==> config.mk <==
export PLATFORM = sky130hd
export DESIGN_NAME = register_file_multiport_flat
export DESIGN_NICKNAME = d
export VERILOG_FILES = /design/src/rtl/register_file_multiport_pkg.sv /design/src/rtl/register_file_multiport_if.sv /design/src/rtl/register_file_multiport_dffe.sv /design/src/rtl/register_file_multiport_scoreboard.sv /design/src/rtl/register_file_multiport.sv /design/src/flat_wrapper.sv
export SDC_FILE = /design/constraint.sdc
export NUM_CORES = 2
export LEC_CHECK = 0
export ABC_CLOCK_PERIOD_IN_PS = 2800
export BUFFER_PORTS_ARGS = -buffer_cell sky130_fd_sc_hd__clkbuf_2
export CAP_MARGIN = 20
export CORE_MARGIN = 4
export CORE_UTILIZATION = 30
export CTS_CLUSTER_DIAMETER = 60
export CTS_CLUSTER_SIZE = 40
export DETAILED_ROUTE_END_ITERATION = 10
export PLACE_DENSITY = 0.54
export SYNTH_ARGS = -nofsm -noshare
export SYNTH_HDL_FRONTEND = slang
export SYNTH_SLANG_ARGS = --single-unit
==> constraint.sdc <==
create_clock -name clk -period 2.8 [get_ports clk]
set_input_delay 0.14 -clock clk [delete_from_list [all_inputs] [get_ports clk]]
set_output_delay 0.14 -clock clk [all_outputs]
set_load 0.05 [all_outputs]
==> src/rtl/register_file_multiport_pkg.sv <==
// Shared constants and the address-width helper for the multiported register file.
package register_file_pkg;

    localparam int DEFAULT_WIDTH = 32;
    localparam int DEFAULT_DEPTH = 32;

    // A depth of 1 would give a zero-width address, so it is held at one bit.
    function automatic int addr_width(input int depth);
        return (depth > 1) ? $clog2(depth) : 1;
    endfunction

endpackage

==> src/rtl/register_file_multiport_if.sv <==
// Bus bundle for the register file: write ports, read ports and the reservation request.
interface register_file_multiport_if #(
    parameter int WIDTH       = register_file_pkg::DEFAULT_WIDTH,
    parameter int DEPTH       = register_file_pkg::DEFAULT_DEPTH,
    parameter int READ_PORTS  = 2,
    parameter int WRITE_PORTS = 1
) ();
    import register_file_pkg::*;

    localparam int AW = addr_width(DEPTH);

    logic [WRITE_PORTS-1:0]                write_enable;
    logic [WRITE_PORTS-1:0][AW-1:0]        address_write;
    logic [WRITE_PORTS-1:0][WIDTH-1:0]     value_write;
    logic [READ_PORTS-1:0][AW-1:0]         address_read;
    logic [READ_PORTS-1:0][WIDTH-1:0]      value_read;
    logic [READ_PORTS-1:0]                 busy_read;
    logic                                  reserve_enable;
    logic [AW-1:0]                         reserve_address;

    modport master (
        output write_enable, address_write, value_write,
        output address_read, reserve_enable, reserve_address,
        input  value_read, busy_read
    );

    modport slave (
        input  write_enable, address_write, value_write,
        input  address_read, reserve_enable, reserve_address,
        output value_read, busy_read
    );

endinterface

==> src/rtl/register_file_multiport_dffe.sv <==
// Enable-gated storage register with asynchronous active-low clear; one per register-file entry.
module register_file_multiport_dffe #(
    parameter int WIDTH = 32
) (
    input  logic             clk,
    input  logic             reset_n,
    input  logic             i_en,
    input  logic [WIDTH-1:0] i_d,
    output logic [WIDTH-1:0] o_q
);

    logic [WIDTH-1:0] r_q;

    always_ff @(posedge clk or negedge reset_n) begin
        if (!reset_n) begin
            r_q <= '0;
        end else if (i_en) begin
            r_q <= i_d;
        end
    end

    assign o_q = r_q;

endmodule

==> src/rtl/register_file_multiport_scoreboard.sv <==
// Per-register busy bits: writes release a register, reservations claim it, and a claim beats a release.
module register_scoreboard #(
    parameter int DEPTH       = register_file_pkg::DEFAULT_DEPTH,
    parameter int WRITE_PORTS = 1,
    localparam int AW         = register_file_pkg::addr_width(DEPTH)
) (
    input  logic                           clk,
    input  logic                           reset_n,
    input  logic [WRITE_PORTS-1:0]         i_write_enable,
    input  logic [WRITE_PORTS-1:0][AW-1:0] i_address_write,
    input  logic                           i_reserve_enable,
    input  logic [AW-1:0]                  i_reserve_address,
    output logic [DEPTH-1:0]               o_busy
);
    import register_file_pkg::*;

    logic [DEPTH-1:0] r_busy;
    logic [DEPTH-1:0] w_busy_next;

    // Reservation is applied last so a new producer supersedes a retiring one.
    always_comb begin
        w_busy_next = r_busy;
        for (int w = 0; w < WRITE_PORTS; w++) begin
            if (i_write_enable[w]) begin
                w_busy_next[i_address_write[w]] = 1'b0;
            end
        end
        if (i_reserve_enable) begin
            w_busy_next[i_reserve_address] = 1'b1;
        end
    end

    always_ff @(posedge clk or negedge reset_n) begin
        if (!reset_n) begin
            r_busy <= '0;
        end else begin
            r_busy <= w_busy_next;
        end
    end

    assign o_busy = r_busy;

endmodule

==> src/rtl/register_file_multiport.sv <==
// Multiported architectural register file with optional zero register, write-to-read bypass
// and a busy scoreboard for operand reservation.
module register_file_multiport #(
    parameter int WIDTH       = register_file_pkg::DEFAULT_WIDTH,
    parameter int DEPTH       = register_file_pkg::DEFAULT_DEPTH,
    parameter int READ_PORTS  = 2,
    parameter int WRITE_PORTS = 1,
    parameter bit ZERO_REG    = 1'b1,
    parameter bit BYPASS      = 1'b1
) (
    input logic                      clk,
    input logic                      reset_n,
    register_file_multiport_if.slave bus
);
    import register_file_pkg::*;

    localparam int AW = addr_width(DEPTH);

    logic [WIDTH-1:0] w_mem [DEPTH];
    logic [DEPTH-1:0] w_busy;
    logic             w_reserve_en;

    // Each entry picks up the highest-index write port addressing it.
    for (genvar r = 0; r < DEPTH; r++) begin : g_entry
        if (ZERO_REG && r == 0) begin : g_zero
            assign w_mem[r] = '0;
        end else begin : g_reg
            logic             w_we;
            logic [WIDTH-1:0] w_d;

            always_comb begin
                w_we = 1'b0;
                w_d  = '0;
                for (int w = 0; w < WRITE_PORTS; w++) begin
                    if (bus.write_enable[w] && bus.address_write[w] == AW'(r)) begin
                        w_we = 1'b1;
                        w_d  = bus.value_write[w];
                    end
                end
            end

            register_file_multiport_dffe #(
                .WIDTH (WIDTH)
            ) u_reg (
                .clk     (clk),
                .reset_n (reset_n),
                .i_en    (w_we),
                .i_d     (w_d),
                .o_q     (w_mem[r])
            );
        end
    end

    assign w_reserve_en = bus.reserve_enable && !(ZERO_REG && bus.reserve_address == '0);

    register_scoreboard #(
        .DEPTH       (DEPTH),
        .WRITE_PORTS (WRITE_PORTS)
    ) u_scoreboard (
        .clk               (clk),
        .reset_n           (reset_n),
        .i_write_enable    (bus.write_enable),
        .i_address_write   (bus.address_write),
        .i_reserve_enable  (w_reserve_en),
        .i_reserve_address (bus.reserve_address),
        .o_busy            (w_busy)
    );

    // Forwarded data is already available, so a forwarded read is never reported busy.
    always_comb begin
        bus.value_read = '0;
        bus.busy_read  = '0;
        for (int p = 0; p < READ_PORTS; p++) begin
            bus.value_read[p] = w_mem[bus.address_read[p]];
            bus.busy_read[p]  = w_busy[bus.address_read[p]];
            if (BYPASS) begin
                for (int w = 0; w < WRITE_PORTS; w++) begin
                    if (bus.write_enable[w] && bus.address_write[w] == bus.address_read[p]) begin
                        bus.value_read[p] = bus.value_write[w];
                        bus.busy_read[p]  = 1'b0;
                    end
                end
            end
            if ((ZERO_REG && bus.address_read[p] == '0) || !reset_n) begin
                bus.value_read[p] = '0;
                bus.busy_read[p]  = 1'b0;
            end
        end
    end

endmodule

==> src/flat_wrapper.sv <==
// flat-port wrapper written by rule: the top's interface ports become plain ports
module register_file_multiport_flat import register_file_pkg::*;
#(
    parameter int WIDTH       = register_file_pkg::DEFAULT_WIDTH,
    parameter int DEPTH       = register_file_pkg::DEFAULT_DEPTH,
    parameter int READ_PORTS  = 2,
    parameter int WRITE_PORTS = 1,
    parameter bit ZERO_REG    = 1'b1,
    parameter bit BYPASS      = 1'b1
)
  (clk, reset_n, bus_write_enable, bus_address_write, bus_value_write, bus_address_read, bus_reserve_enable, bus_reserve_address, bus_value_read, bus_busy_read);
  register_file_multiport_if #(.WIDTH(WIDTH), .DEPTH(DEPTH), .READ_PORTS(READ_PORTS), .WRITE_PORTS(WRITE_PORTS)) bus_i ();
  input logic clk;
  input logic reset_n;
  input wire logic [$bits(bus_i.write_enable)-1:0] bus_write_enable;
  input wire logic [$bits(bus_i.address_write)-1:0] bus_address_write;
  input wire logic [$bits(bus_i.value_write)-1:0] bus_value_write;
  input wire logic [$bits(bus_i.address_read)-1:0] bus_address_read;
  input wire logic [$bits(bus_i.reserve_enable)-1:0] bus_reserve_enable;
  input wire logic [$bits(bus_i.reserve_address)-1:0] bus_reserve_address;
  output wire logic [$bits(bus_i.value_read)-1:0] bus_value_read;
  output wire logic [$bits(bus_i.busy_read)-1:0] bus_busy_read;
  assign bus_i.write_enable = bus_write_enable;
  assign bus_i.address_write = bus_address_write;
  assign bus_i.value_write = bus_value_write;
  assign bus_i.address_read = bus_address_read;
  assign bus_i.reserve_enable = bus_reserve_enable;
  assign bus_i.reserve_address = bus_reserve_address;
  assign bus_value_read = bus_i.value_read;
  assign bus_busy_read = bus_i.busy_read;
  register_file_multiport #(.WIDTH(WIDTH), .DEPTH(DEPTH), .READ_PORTS(READ_PORTS), .WRITE_PORTS(WRITE_PORTS), .ZERO_REG(ZERO_REG), .BYPASS(BYPASS)) u_core (.clk(clk), .reset_n(reset_n), .bus(bus_i));
endmodule
* Word level (Yosys, flattened, before mapping)
Index checks and enable logic that the tools add are counted.
** Word-level totals
- Flip-flop bits (word level) :: 1024
- Word-level logic and storage cells :: 207
- Input port bits :: 56
- Output and inout bits :: 66
** Operators by class
- Reductions and logical operators :: 43
- Muxes and demuxes :: 86
- Eq/ne operators :: 33
- $lt $le $gt $ge :: 8
- Bitwise operators :: 5
** Operator list (number)
- $mux W32 :: 41
- $bmux W32 S5 :: 2
- $eq A5 B5 Y1 const B :: 16
- $eq A5 B4 Y1 const B :: 8
- $mux W1 :: 39
- $logic_and A1 B1 Y1 :: 36
- $and A32 B32 Y32 :: 1
- $not A32 Y32 :: 1
- $or A32 B32 Y32 :: 1
- $lt A5 B6 Y1 const B :: 4
- $eq A5 B3 Y1 const B :: 4
- $logic_not A5 Y1 :: 3
- $ge A6 B6 Y1 const B :: 2
- $not A5 Y6 :: 2
- $bmux W1 S5 :: 2
- $demux W1 S5 :: 2
- $eq A5 B2 Y1 const B :: 2
- $eq A5 B5 Y1 :: 2
- $ge A5 B1 Y1 const B :: 2
- $eq A5 B1 Y1 const B :: 1
- $logic_not A1 Y1 :: 2
- $logic_or A1 B1 Y1 :: 2

* Depth between registers and ports, before layout
- Depth in word-level cells :: 9
- Mapped depth :: 10
- Depth with buffers taken out :: 5

* Hierarchy
From an unflattened synthesis, not the netlist that was laid out.
** Unflattened totals
- Cells, all modules :: 4988
- Area total of the unflattened synthesis :: 67553.5 um^2
** Modules (own cells, without submodules)
- register_file_multiport_dffe :: area an instance 1345.0 um^2, instances 31, cells each 68, sequential area each 800.8 um^2
- register_file_multiport :: area an instance 24549.8 um^2, instances 1, cells each 2757, sequential area each 0.0 um^2
- register_scoreboard :: area an instance 1307.5 um^2, instances 1, cells each 123, sequential area each 800.8 um^2

* Worst setup path after synthesis
No wires, ideal clock.
- Path kind :: input to output
- Start point :: input port bus_address_read[2]
- End point :: output port bus_value_read[29]
- Arrival time :: 2667 ps
- Setup slack :: -7 ps
- Cell stages on the path :: 10
- Required time :: 2660 ps
- Buffers on the path :: 5
- Cell sequence :: buf_2 buf_2 inv_1 buf_2 buf_2 buf_2 nand2_1 nand3_1 nand3_1 a311oi_1
** Between the ends
- Longest elaborated chain between the ends :: 6
- Elaborated cells between the ends (all ways) :: 10
- Classes of those cells :: eq/ne (1); mux (5); bitwise (1); reduce/logical (3)
** RTL lines
- start, declared :: RTL line flat_wrapper.sv:18 : input wire logic [$bits(bus_i.address_read)-1:0] bus_address_read;
- $not A5 Y6 (implied by the code) :: RTL line register_file_multiport.sv:74 : bus.value_read[p] = w_mem[bus.address_read[p]];
- $bmux W32 S5 :: RTL line register_file_multiport.sv:74
- $mux W32 (implied by the code) (2 in series) :: RTL line register_file_multiport.sv:74
- $mux W32 :: RTL line register_file_multiport.sv:78 : if (bus.write_enable[w] && bus.address_write[w] == bus.address_read[p]) begin
- $mux W32 (*) :: RTL line register_file_multiport.sv:84 : if ((ZERO_REG && bus.address_read[p] == '0) || !reset_n) begin
- end, declared :: RTL line flat_wrapper.sv:21 : output wire logic [$bits(bus_i.value_read)-1:0] bus_value_read;
Every way passes the cells marked *; elsewhere a longest branch is shown, timed or not. The select of a mux whose other input is x is not followed.

* Worst setup path after layout
- Start point :: register u_core.g_entry[15].g_reg.u_reg.r_q[20]
- End point :: output port bus_value_read[52]
** Between the ends
- Longest elaborated chain between the ends :: 5
** RTL lines
- start, declared :: RTL line register_file_multiport_dffe.sv:12 : logic [WIDTH-1:0] r_q;
- start signal, assigned :: RTL line register_file_multiport_dffe.sv:18 : r_q <= i_d;
- $bmux W32 S5 :: RTL line register_file_multiport.sv:74
- $mux W32 (implied by the code) (2 in series) :: RTL line register_file_multiport.sv:74
- $mux W32 :: RTL line register_file_multiport.sv:78
- $mux W32 :: RTL line register_file_multiport.sv:84
Every way passes these cells. The select of a mux whose other input is x is not followed.

==> flow_results.xml <==
<?xml version="1.0" encoding="UTF-8"?>
<metrics>
  <group name="outcome">
    <metric name="outcome" unit="">completed</metric>
  </group>
  <group name="die">
    <metric name="io-pin-count" unit="">122</metric>
    <metric name="die_area" unit="um^2">192000</metric>
    <metric name="die_width" unit="um">438</metric>
    <metric name="floorplan.core_area" unit="um^2">183000</metric>
    <metric name="floorplan.die.height" unit="um">438</metric>
    <metric name="row_count" unit="">157</metric>
    <metric name="initial_utilization" unit="">0.303</metric>
  </group>
  <group name="logic_synthesis">
    <metric name="synth_enable_flop_cells" unit="">0</metric>
    <metric name="synth.net_count" unit="">3821</metric>
    <metric name="yosys_top_cell_area_share" unit="">0.462</metric>
    <metric name="netlist_top_cells_area" unit="">dfrtp_1 46%, mux2_2 21%, mux4_2 18%</metric>
    <metric name="syn_inst" unit="">3765</metric>
    <metric name="post_synthesis_instance_area" unit="um^2">55500</metric>
    <metric name="ys_async_sr_fraction" unit="">1.00</metric>
    <metric name="yosys_warnings" unit="">0</metric>
    <metric name="yosysTopAreaCell" unit="">dfrtp_1</metric>
    <metric name="synthFlopType" unit="">dfrtp_1</metric>
    <metric name="syn_avg_cell_area" unit="um^2">14.7</metric>
    <metric name="netlist-cell-type-count" unit="">62</metric>
    <metric name="ys_ff_latch" unit="">1024</metric>
    <metric name="share_of_the_yosys_chip_area_belonging_to_registers" unit="">0.462</metric>
  </group>
  <group name="sta">
    <metric name="setup-tns-final" unit="ns">0</metric>
    <metric name="report.final.slew_viol_count" unit="">0</metric>
    <metric name="timing.fmax" unit="MHz">358</metric>
    <metric name="timing.slew.headroom" unit="">0.184</metric>
    <metric name="post-route-worst-setup-slack" unit="ns">0.00430</metric>
    <metric name="timing.final.crit_share" unit="">0.998</metric>
    <metric name="whs" unit="ns">0.130</metric>
    <metric name="grt_setup_unrepaired" unit="">yes</metric>
    <metric name="report.final.hold_viol_count" unit="">0</metric>
    <metric name="timing.final.crit_period" unit="ns">2.80</metric>
    <metric name="setup_viol" unit="">0</metric>
    <metric name="post_route_skew" unit="ns">0</metric>
    <metric name="worst_tran_pin_value" unit="ns">1.22</metric>
  </group>
  <group name="finish">
    <metric name="post-route-util" unit="">0.360</metric>
    <metric name="mostFrequentLayoutCell" unit="">mux2_2</metric>
    <metric name="layout-drive-gt1-share" unit="">0.570</metric>
    <metric name="n_fill_cell" unit="">17500</metric>
    <metric name="nets" unit="">3957</metric>
    <metric name="flow.area_growth_from_synthesis" unit="%">18.9</metric>
    <metric name="layoutNonFillerInstCount" unit="">6437</metric>
    <metric name="final_cell_mix" unit="">1059 x mux2_2, 1024 x dfrtp_1, 449 x mux4_2, 226 x buf_4, 165 x buf_12</metric>
    <metric name="area.sequential" unit="um^2">25600</metric>
    <metric name="multi_input_area" unit="um^2">28700</metric>
    <metric name="layout.cell_area.non_filler" unit="um^2">66000</metric>
  </group>
  <group name="detailed_routing">
    <metric name="drt.antenna.violating_nets" unit="">0</metric>
    <metric name="dr.first_iter.drc_count" unit="">3166</metric>
    <metric name="detail_route.drc_violations" unit="">0</metric>
    <metric name="via_per_inst" unit="">5.70</metric>
    <metric name="route.vias.total" unit="">36700</metric>
    <metric name="drt_first_pass_iters" unit="">5</metric>
    <metric name="drt-wirelength-per-cell" unit="um">31.0</metric>
    <metric name="route.final.wire_length" unit="um">200000</metric>
  </group>
  <group name="grt">
    <metric name="global_route.usage.total" unit="">0.206</metric>
    <metric name="globalRoute.totalOverflow" unit="">0</metric>
    <metric name="grt_util_met3" unit="">0.0230</metric>
    <metric name="grt_util_met2" unit="">0.349</metric>
    <metric name="grt_busiest_layer" unit="">met2</metric>
    <metric name="grt_antenna_before_repair" unit="">9</metric>
    <metric name="grt_pass1_vias" unit="">38200</metric>
    <metric name="grt_start_max_net_pins" unit="">154</metric>
    <metric name="grt_pass1_wl" unit="um">288000</metric>
    <metric name="gr-usage-met1" unit="">0.261</metric>
  </group>
  <group name="placement">
    <metric name="place_inst" unit="">6249</metric>
    <metric name="port_buffers" unit="">121</metric>
    <metric name="gp_congestion" unit="">0.844</metric>
    <metric name="detailedPlace.worstSlack" unit="ns">-0.0637</metric>
    <metric name="hpwl" unit="um">129000</metric>
    <metric name="placedInstanceArea" unit="um^2">62000</metric>
  </group>
  <group name="setup_path">
    <metric name="cp-end-kind" unit="">output pin</metric>
    <metric name="timing.setup.critical_path_class" unit="">flop to output pin</metric>
    <metric name="critical_path.max_fanout" unit="">2</metric>
    <metric name="worst-endpoint-required" unit="ns">2.66</metric>
    <metric name="worst_ep_arrival_time" unit="ns">2.66</metric>
    <metric name="critical_path_start_type" unit="">flop</metric>
  </group>
  <group name="pwr">
    <metric name="p_total" unit="mW">43.5</metric>
    <metric name="vdd_drop_max" unit="V">0.000475</metric>
    <metric name="power.density" unit="nW/um^2">659</metric>
    <metric name="power_leakage" unit="nW">27.6</metric>
  </group>
  <group name="min_path">
    <metric name="timing.hold.worst.class" unit="">primary input to flop</metric>
  </group>
  <group name="clock_network">
    <metric name="clock_tree.root_cell" unit="">clkbuf_16</metric>
    <metric name="cts_buffer_depth" unit="">3</metric>
    <metric name="htree_levels" unit="">3</metric>
    <metric name="clock-sinks" unit="">1024</metric>
    <metric name="tritoncts" unit="">yes</metric>
    <metric name="number_of_buffers_inserted_during_clock_tree_synthesis" unit="">82</metric>
    <metric name="cts.clk_slew.worst_paths" unit="ns">0.08</metric>
    <metric name="clk-insertion-delay-late" unit="ns">0.71</metric>
  </group>
  <group name="flow_run">
    <metric name="max-cap-violations" unit="">0</metric>
  </group>
</metrics>
==> sequential cells by signal, summed over array words and instances (netlist names) <==
| signal | cells |
|---|---|
| u_core.u_scoreboard.o_busy | 32 |
| u_core.g_entry.g_reg.u_reg.o_q | 992 |
==> power breakdown <==
| group | leakage (nW) | total (mW) | internal (mW) | switching [mW] |
|---|---|---|---|---|
| sequential | 13.1 | 19.8 | 17.7 | 2.12 |
| combinational | 13.1 | 10.5 | 6.09 | 4.43 |
| clock | 1.45 | 13.2 | 6.67 | 6.50 |
==> layer usage <==
metal  wire, um  vias to the layer above
met4      11300                        2
met2      98600                     1154
li1           -                    15000
met1      80700                    20100
met5         13                        -
met3       9130                      428
==> worst max-delay path, stage by stage, from the launching register on <==
cell      delay, ns
dfrtp_1        0.40
mux4_2         0.49
a22o_1         0.25
a221oi_4       0.24
a31oi_4        0.18
a21o_1         0.24
buf_12         0.16
==> what timing repair did <==
action / 4_1_cts / 5_1_grt
hold buffers: 19 / 0
endpoints found under the hold margin: 148 / 0
setup endpoints to repair: 47 / 45
pin swaps: 33 / 26
buffers inserted: 12 / 3
gates resized for setup: 93 / 57
==> worst paths after layout <==
| check | from | to | slack [ns] | cells after the start |
|---|---|---|---|---|
| max | u_core.g_entry[15].g_reg.u_reg.o_q[20] | bus_value_read[52] | 0.004 | 6 |
| max in group asynchronous | reset_n | u_core.g_entry[14].g_reg.u_reg.o_q[28] | 0.82 | 4 |
| min in group asynchronous | reset_n | u_core.g_entry[12].g_reg.u_reg.o_q[15] | 0.20 | 3 |
| min | bus_address_write[1] | u_core.u_scoreboard.o_busy[20] | 0.13 | 4 |
| min reg2reg | u_core.u_scoreboard.o_busy[8] | u_core.u_scoreboard.o_busy[8] | 0.53 | 1 |
| max reg2reg | u_core.u_scoreboard.o_busy[31] | u_core.u_scoreboard.o_busy[31] | 1.54 | 3 |
==> cell type report <==
cell class / count / area share
antenna: 5 / 0.000190
clock buffer: 94 / 0.0336
clock inverter: 57 / 0.0117
inverter: 14 / 0.000834
multi-input combinational: 2315 / 0.435
sequential: 1024 / 0.388
tap: 2464 / 0.0467
timing repair buffer: 464 / 0.0839
==> kinds of logic after synthesis <==
logic type / count (synthesis) / share of synthesized area
buf+inv: 426 / 0.0382
simple gates: 240 / 0.0215
flops: 1024 / 0.462
mux: 1604 / 0.414
compound gates: 461 / 0.0627
xor+xnor: 10 / 0.00158
==> cell usage after synthesis (4+ instances only) <==
cell type  number
mux2_2       1059
dfrtp_1      1024
mux4_2        449
clkbuf_1      172
buf_2         163
mux2i_1        94
nand2_1        72
o21ai_0        60
nor2_1         58
a221oi_1       53
a211oi_1       45
a21oi_1        45
a22oi_1        43
a22o_1         40
buf_4          36
a221o_1        28
a2111oi_0      27
nor2b_1        26
a211o_1        24
buf_6          24
o221ai_1       20
o211ai_1       17
a31oi_1        16
buf_1          16
nand3_1        16
a21o_1         15
nor3_1         15
inv_1          12
xnor2_1        10
and3_1          8
nor3b_1         8
o22ai_1         8
nand2b_1        6
nand3b_1        6
o21ai_1         5
nand4_1         4
nor3_2          4
No activity file was read; power rests on OpenSTA's default activity.
